**src/rtl/tube_scan_ctrl.sv**
```systemverilog
// tube_scan_ctrl: paced 8-digit 7-segment scan scheduler feeding a 74HC595
// frame shifter over valid/ready; optional macro TUBE_LEADING_ZERO_BLANK_EN.
//
// Ports:
//   clk, rst      clock, synchronous active-high reset
//   en            display enable
//   disp_data     eight hex nibbles, nibble i drives digit i (0 = rightmost)
//   frame_data    {1'b1, seg[6:0] gfedcba active-low, sel[7:0] active-low}
//   frame_valid   frame_data is valid
//   frame_ready   shifter accepts the frame
//   digit_idx     digit currently or last presented
//   overrun       sticky: a scan tick was lost to back-pressure
//
// Build option:
//   TUBE_LEADING_ZERO_BLANK_EN  blank digits above the most significant
//                               nonzero nibble (digit 0 always shown)
//
// DIV = CLK_FREQ / SCAN_HZ must be >= 4.

module tube_scan_ctrl #(
  parameter int CLK_FREQ = 50_000_000,
  parameter int SCAN_HZ  = 1000
) (
  input  logic        clk,
  input  logic        rst,
  input  logic        en,
  input  logic [31:0] disp_data,
  output logic [15:0] frame_data,
  output logic        frame_valid,
  input  logic        frame_ready,
  output logic [2:0]  digit_idx,
  output logic        overrun
);

  localparam int DIV = CLK_FREQ / SCAN_HZ;
  localparam int CW  = $clog2(DIV);
  localparam logic [CW-1:0] TOP = CW'(DIV - 1);

  typedef enum logic [1:0] {
    IDLE,
    LOAD,
    SEND,
    BLANK
  } state_t;

  state_t      state, state_n;
  logic [CW-1:0] cnt;
  logic        tick;
  logic        pending, pending_n;
  logic        overrun_n;
  logic        armed, armed_n;
  logic [31:0] snapshot, snapshot_n;
  logic [15:0] frame_data_n;
  logic        frame_valid_n;
  logic [2:0]  digit_idx_n;

  logic [31:0] src;
  logic [4:0]  nib_pos;
  logic [3:0]  nib;
  logic [6:0]  seg_hex;
  logic [6:0]  seg_cur;
  logic [7:0]  sel;
  logic        accept;

  function automatic logic [6:0] hex2seg(input logic [3:0] h);
    logic [6:0] s;
    case (h)
      4'h0:    s = 7'h40;
      4'h1:    s = 7'h79;
      4'h2:    s = 7'h24;
      4'h3:    s = 7'h30;
      4'h4:    s = 7'h19;
      4'h5:    s = 7'h12;
      4'h6:    s = 7'h02;
      4'h7:    s = 7'h78;
      4'h8:    s = 7'h00;
      4'h9:    s = 7'h10;
      4'hA:    s = 7'h08;
      4'hB:    s = 7'h03;
      4'hC:    s = 7'h46;
      4'hD:    s = 7'h21;
      4'hE:    s = 7'h06;
      default: s = 7'h0E;
    endcase
    return s;
  endfunction

  // Scan-rate divider, parked at zero while disabled.
  assign tick = en && (cnt == TOP);

  always_ff @(posedge clk) begin
    if (rst) begin
      cnt <= '0;
    end else if (!en || tick) begin
      cnt <= '0;
    end else begin
      cnt <= cnt + 1'b1;
    end
  end

  // Digit 0 decodes straight from disp_data: that is the cycle the
  // snapshot is being captured, so the whole scan sees one value.
  assign src     = (digit_idx == 3'd0) ? disp_data : snapshot;
  assign nib_pos = {digit_idx, 2'b00};
  assign nib     = src[nib_pos +: 4];
  assign seg_hex = hex2seg(nib);
  assign sel     = ~(8'b1 << digit_idx);
  assign accept  = frame_valid & frame_ready;

`ifdef TUBE_LEADING_ZERO_BLANK_EN
  // All nibbles at or above this digit zero -> leading zero, unless digit 0.
  logic [31:0] upper;
  logic        lz_blank;

  assign upper    = src >> nib_pos;
  assign lz_blank = (digit_idx != 3'd0) && (upper == 32'd0);
  assign seg_cur  = lz_blank ? 7'h7F : seg_hex;
`else
  assign seg_cur  = seg_hex;
`endif

  always_ff @(posedge clk) begin
    if (rst) begin
      state       <= IDLE;
      pending     <= 1'b0;
      overrun     <= 1'b0;
      armed       <= 1'b0;
      snapshot    <= '0;
      frame_data  <= 16'hFFFF;
      frame_valid <= 1'b0;
      digit_idx   <= 3'd0;
    end else begin
      state       <= state_n;
      pending     <= pending_n;
      overrun     <= overrun_n;
      armed       <= armed_n;
      snapshot    <= snapshot_n;
      frame_data  <= frame_data_n;
      frame_valid <= frame_valid_n;
      digit_idx   <= digit_idx_n;
    end
  end

  // armed records that scanning ran since the last blank, so exactly one
  // blank frame follows en falling and none follows reset.
  always_comb begin
    state_n       = state;
    pending_n     = pending;
    overrun_n     = overrun;
    armed_n       = armed;
    snapshot_n    = snapshot;
    frame_data_n  = frame_data;
    frame_valid_n = frame_valid;
    digit_idx_n   = digit_idx;

    unique case (state)
      IDLE: begin
        if (!en) begin
          if (armed) begin
            frame_data_n  = 16'hFFFF;
            frame_valid_n = 1'b1;
            state_n       = BLANK;
          end
        end else begin
          armed_n = 1'b1;
          if (tick || pending) begin
            pending_n = 1'b0;
            state_n   = LOAD;
          end
        end
      end
      LOAD: begin
        if (digit_idx == 3'd0) begin
          snapshot_n = disp_data;
        end
        frame_data_n  = {1'b1, seg_cur, sel};
        frame_valid_n = 1'b1;
        state_n       = SEND;
      end
      SEND: begin
        if (accept) begin
          frame_valid_n = 1'b0;
          digit_idx_n   = digit_idx + 3'd1;
          state_n       = IDLE;
        end
      end
      BLANK: begin
        if (accept) begin
          frame_valid_n = 1'b0;
          digit_idx_n   = 3'd0;
          armed_n       = 1'b0;
          state_n       = IDLE;
        end
      end
      default: begin
        state_n = IDLE;
      end
    endcase

    // A tick outside IDLE is deferred once; a second one is lost.
    if (tick && state != IDLE) begin
      if (pending) begin
        overrun_n = 1'b1;
      end else begin
        pending_n = 1'b1;
      end
    end

    if (!en) begin
      pending_n = 1'b0;
    end
  end

endmodule

```
**config.mk**
```make
export PLATFORM = sky130hd
export DESIGN_NAME = tube_scan_ctrl
export DESIGN_NICKNAME = d
export VERILOG_FILES = /design/src/rtl/tube_scan_ctrl.sv
export SDC_FILE = /design/constraint.sdc
export NUM_CORES = 1
export LEC_CHECK = 0
export CAP_MARGIN = 20
export CORE_MARGIN = 1.5
export CORE_UTILIZATION = 33
export CTS_BUF_LIST = sky130_fd_sc_hd__clkbuf_8
export CTS_CLUSTER_DIAMETER = 100
export CTS_CLUSTER_SIZE = 40
export DETAILED_ROUTE_END_ITERATION = 6
export SETUP_SLACK_MARGIN = 0.5
export SYNTH_ARGS = -nofsm -noshare
export SYNTH_HDL_FRONTEND = slang
export SYNTH_SLANG_ARGS = --single-unit
```
**constraint.sdc**
```tcl
create_clock -name clk -period 4.5 [get_ports clk]
set_clock_uncertainty 0.1 [all_clocks]
set_input_delay 0.675 -clock clk [delete_from_list [all_inputs] [get_ports clk]]
set_output_delay 0.675 -clock clk [all_outputs]
set_load 0.1 [all_outputs]
```
==> qor.txt <==
Post-synth top cells = 87 x nand2_1, 72 x dfxtp_1, 44 x a21oi_1, 36 x nor2_1, 18 x inv_1
Rel. slew slack = 32.3%
Clock buffer depth = 2
Tmin final = 3650 ps
Metal-1 WL = 4030 um
Seq cells post-synth = 72
Crit path largest cell delay = 540 ps
Mapped Avg Cell Area = 8.56 um2
Die Footprint = 11900 um2
Io pins = 57
PwrDens = 314 nW/um2
Grt total ovfl = 0
Crit share post-route = 81.1%
Die Y = 109 um
Max-slew violation count = 0
Setup crit start kind = flip-flop
Yosys cell types = 54
First-pass DRT Iterations = 4
Post-synth top area share = 38.9%
TritonCTS Buffers = 9
Tot GR Track Use = 15.6%
Final setup viols = 0
Fin nets = 526
Final ANT Viol Nets = 0
Most common cell in the netlist = nand2_1
Clk sinks = 72
Hold_ws = 344 ps
Synth Cell Area = 3710 um2
Area leader, netlist = dfxtp_1
Syn Nets = 482
Arrival time worst endpoint = 3800 ps
H-tree Lvls = 3
Diode count = 0
Layout cells sized above 1 = 8.94%
Worst slew pin tran = 1010 ps
Critical Path End Type = flip-flop
Static leakage = 1.63 nW
Mapped Cells = 433
Post-synthesis sequential area ratio = 38.9%
WL final = 8530 um
Avg WL per Cell = 13.7 um
Hold crit path type = reg2reg
Drt first-iter violations = 142
Std cell rows = 38
Vias per inst = 4.97
CTS tree = yes
Crit-path cells = inv_2 > ha_1 > nor2b_4 > mux4_2 > mux2i_1 > nand2_1 > o21ai_1 > inv_1 > ha_1 > o211ai_1 > o21ai_1 > a21boi_0 > o22a_1
Fmax = 274 MHz
Clock transition at the registers of the reported paths = 80 ps
Width of the die = 109 um
Area delta synth->final = 22.5%
DR vias = 3086
Latest clock arrival within the worst-skew pair = 360 ps
Data required time of the worst path = 4650 ps
Setup tns final = 0 ps
Synth warn = 0
CORE AREA = 10900 um2
Crit Path Max Fanout = 20
Status = complete, no violations
PortBufs = 55
Dominant synthesized flop cell = dfxtp_1
Fin. Hold Viols = 0
Residual DRC = 0
Met2 routed WL = 3860 um
Initial Util = 34.0%
Synth area leaders = dfxtp_1 39%, nand2_1 8.8%, mux4_2 7.9%
Clk root buf = clkbuf_8
WL met3 = 478 um
Async set-reset flop share out of synthesis = 0%
Setup Crit Path Kind = reg2reg
Initial antenna violation count = 0
Slowest CP cell = nor2b_4
Largest net degree at the start of global routing = 40
Uppermost layer routed = met4
Vias in the first global route = 3019
Number of synthesized flops with an enable pin = 0
Worst VDD drop = 0.132 mV
Max Cap Viol = 0
DP Wirelength = 6200 um
RePlAce Congestion = 0.848
RSZ-0062 raised after global routing = false
Global-route wire length before repair = 14200 um
through the flow:
step / setup slack [ps] / std cells / instance area [um2] / utilization (%) / power, mW
after floorplan: 692 / 433 / 3710 / - / 0.858
after global placement: 1010 / 605 / 4330 / 39.8 / 0.933
after detailed placement: 782 / 605 / 4330 / 39.8 / 0.937
after CTS: 761 / 620 / 4510 / 41.5 / 1.44
after global routing: 544 / 621 / 4540 / 41.7 / 1.49
final: 851 / 621 / 4540 / 41.7 / 1.42
worst max-delay path, delay by kind of cell (launching register included):
kind	cells	cell delay, ps
AO/OA/AOI/OAI	5	820
multiplexers	2	660
AND/OR/NAND/NOR	2	630
adder cells (fa/ha/maj)	2	530
flip-flops	1	410
buffers and inverters	2	370
worst paths after layout:
check                           cells past startpoint                       from  slack [ps]                          end
worst max-delay path                               13  digit_idx[0]$_SDFFE_PP0P_         850  frame_data[13]$_SDFFE_PP1P_
worst min-delay path                                1          cnt[0]$_SDFF_PP0_         340            cnt[0]$_SDFF_PP0_
worst max register to register                     13  digit_idx[0]$_SDFFE_PP0P_         850  frame_data[13]$_SDFFE_PP1P_
worst min register to register                      1          cnt[0]$_SDFF_PP0_         340            cnt[0]$_SDFF_PP0_
registers in the layout, summed over array words and instances (netlist names):
register / count
armed: 1
cnt: 16
digit_idx: 3
frame_data: 15
frame_valid: 1
overrun: 1
pending: 1
snapshot: 32
state: 2
cell type report:
cell class,instances,area (um2)
Timing Repair Buffer,59,601
Multi-Input combinational cell,316,2070
Clock buffer,9,124
Sequential cell,72,1440
Clock inverter,6,61.3
Tap cell,140,175
Inverter,19,71.3
Fill cell,1080,6350
placed cells by master, fill, tap and decap left out, drive strengths merged, types with 3 or more instances in the layout:
cell	synthesis	routed
clkbuf	12	9
o21ai	17	17
buf	14	4
nand3	14	14
nor2b	3	3
nor3	5	5
ha	13	13
o211ai	9	9
nand2	87	87
mux2i	7	7
nand2b	9	9
nand3b	4	4
mux4	14	14
o22a	3	3
a21oi	44	44
a31oi	3	3
xnor2	6	6
xor2	8	8
clkinv	0	4
dfxtp	72	72
inv	19	19
and3	5	5
nor2	37	37
clkdlybuf4s50	0	55
kinds of logic after synthesis:
logic type	Yosys count	synth area share (%)
buffers and inverters	45	5.40
adders and majority gates	13	4.39
DFF	72	38.9
other	1	0.101
muxes	22	11.6
xor gates and xnor gates	14	3.31
AOI/OAI and AO/OA	89	14.7
and+or+nand+nor	177	21.6
layer usage:
metal  up-vias  global-route usage (%)
met5         -                       0
met4         0                    6.67
met3        12                    4.54
met2        85                    23.9
met1      1422                    20.3
li1       1567                       -
timing repair:
action | in CTS | in global routing
gates resized for setup | 0 | 1
hold buffers | 0 | 0
setup buffers | 0 | 0
endpoints found under the setup margin | 0 | 1
endpoints found under the hold margin | 0 | 0
report_power, final:
part           switching, mW  leakage [nW]  total (mW)  internal [mW]
clock network          0.247        0.0948       0.498          0.251
logic                  0.154         0.951       0.249         0.0953
registers             0.0157         0.585       0.677          0.662
total                  0.417          1.63        1.42           1.01
Power figures use the tool's default switching activity.
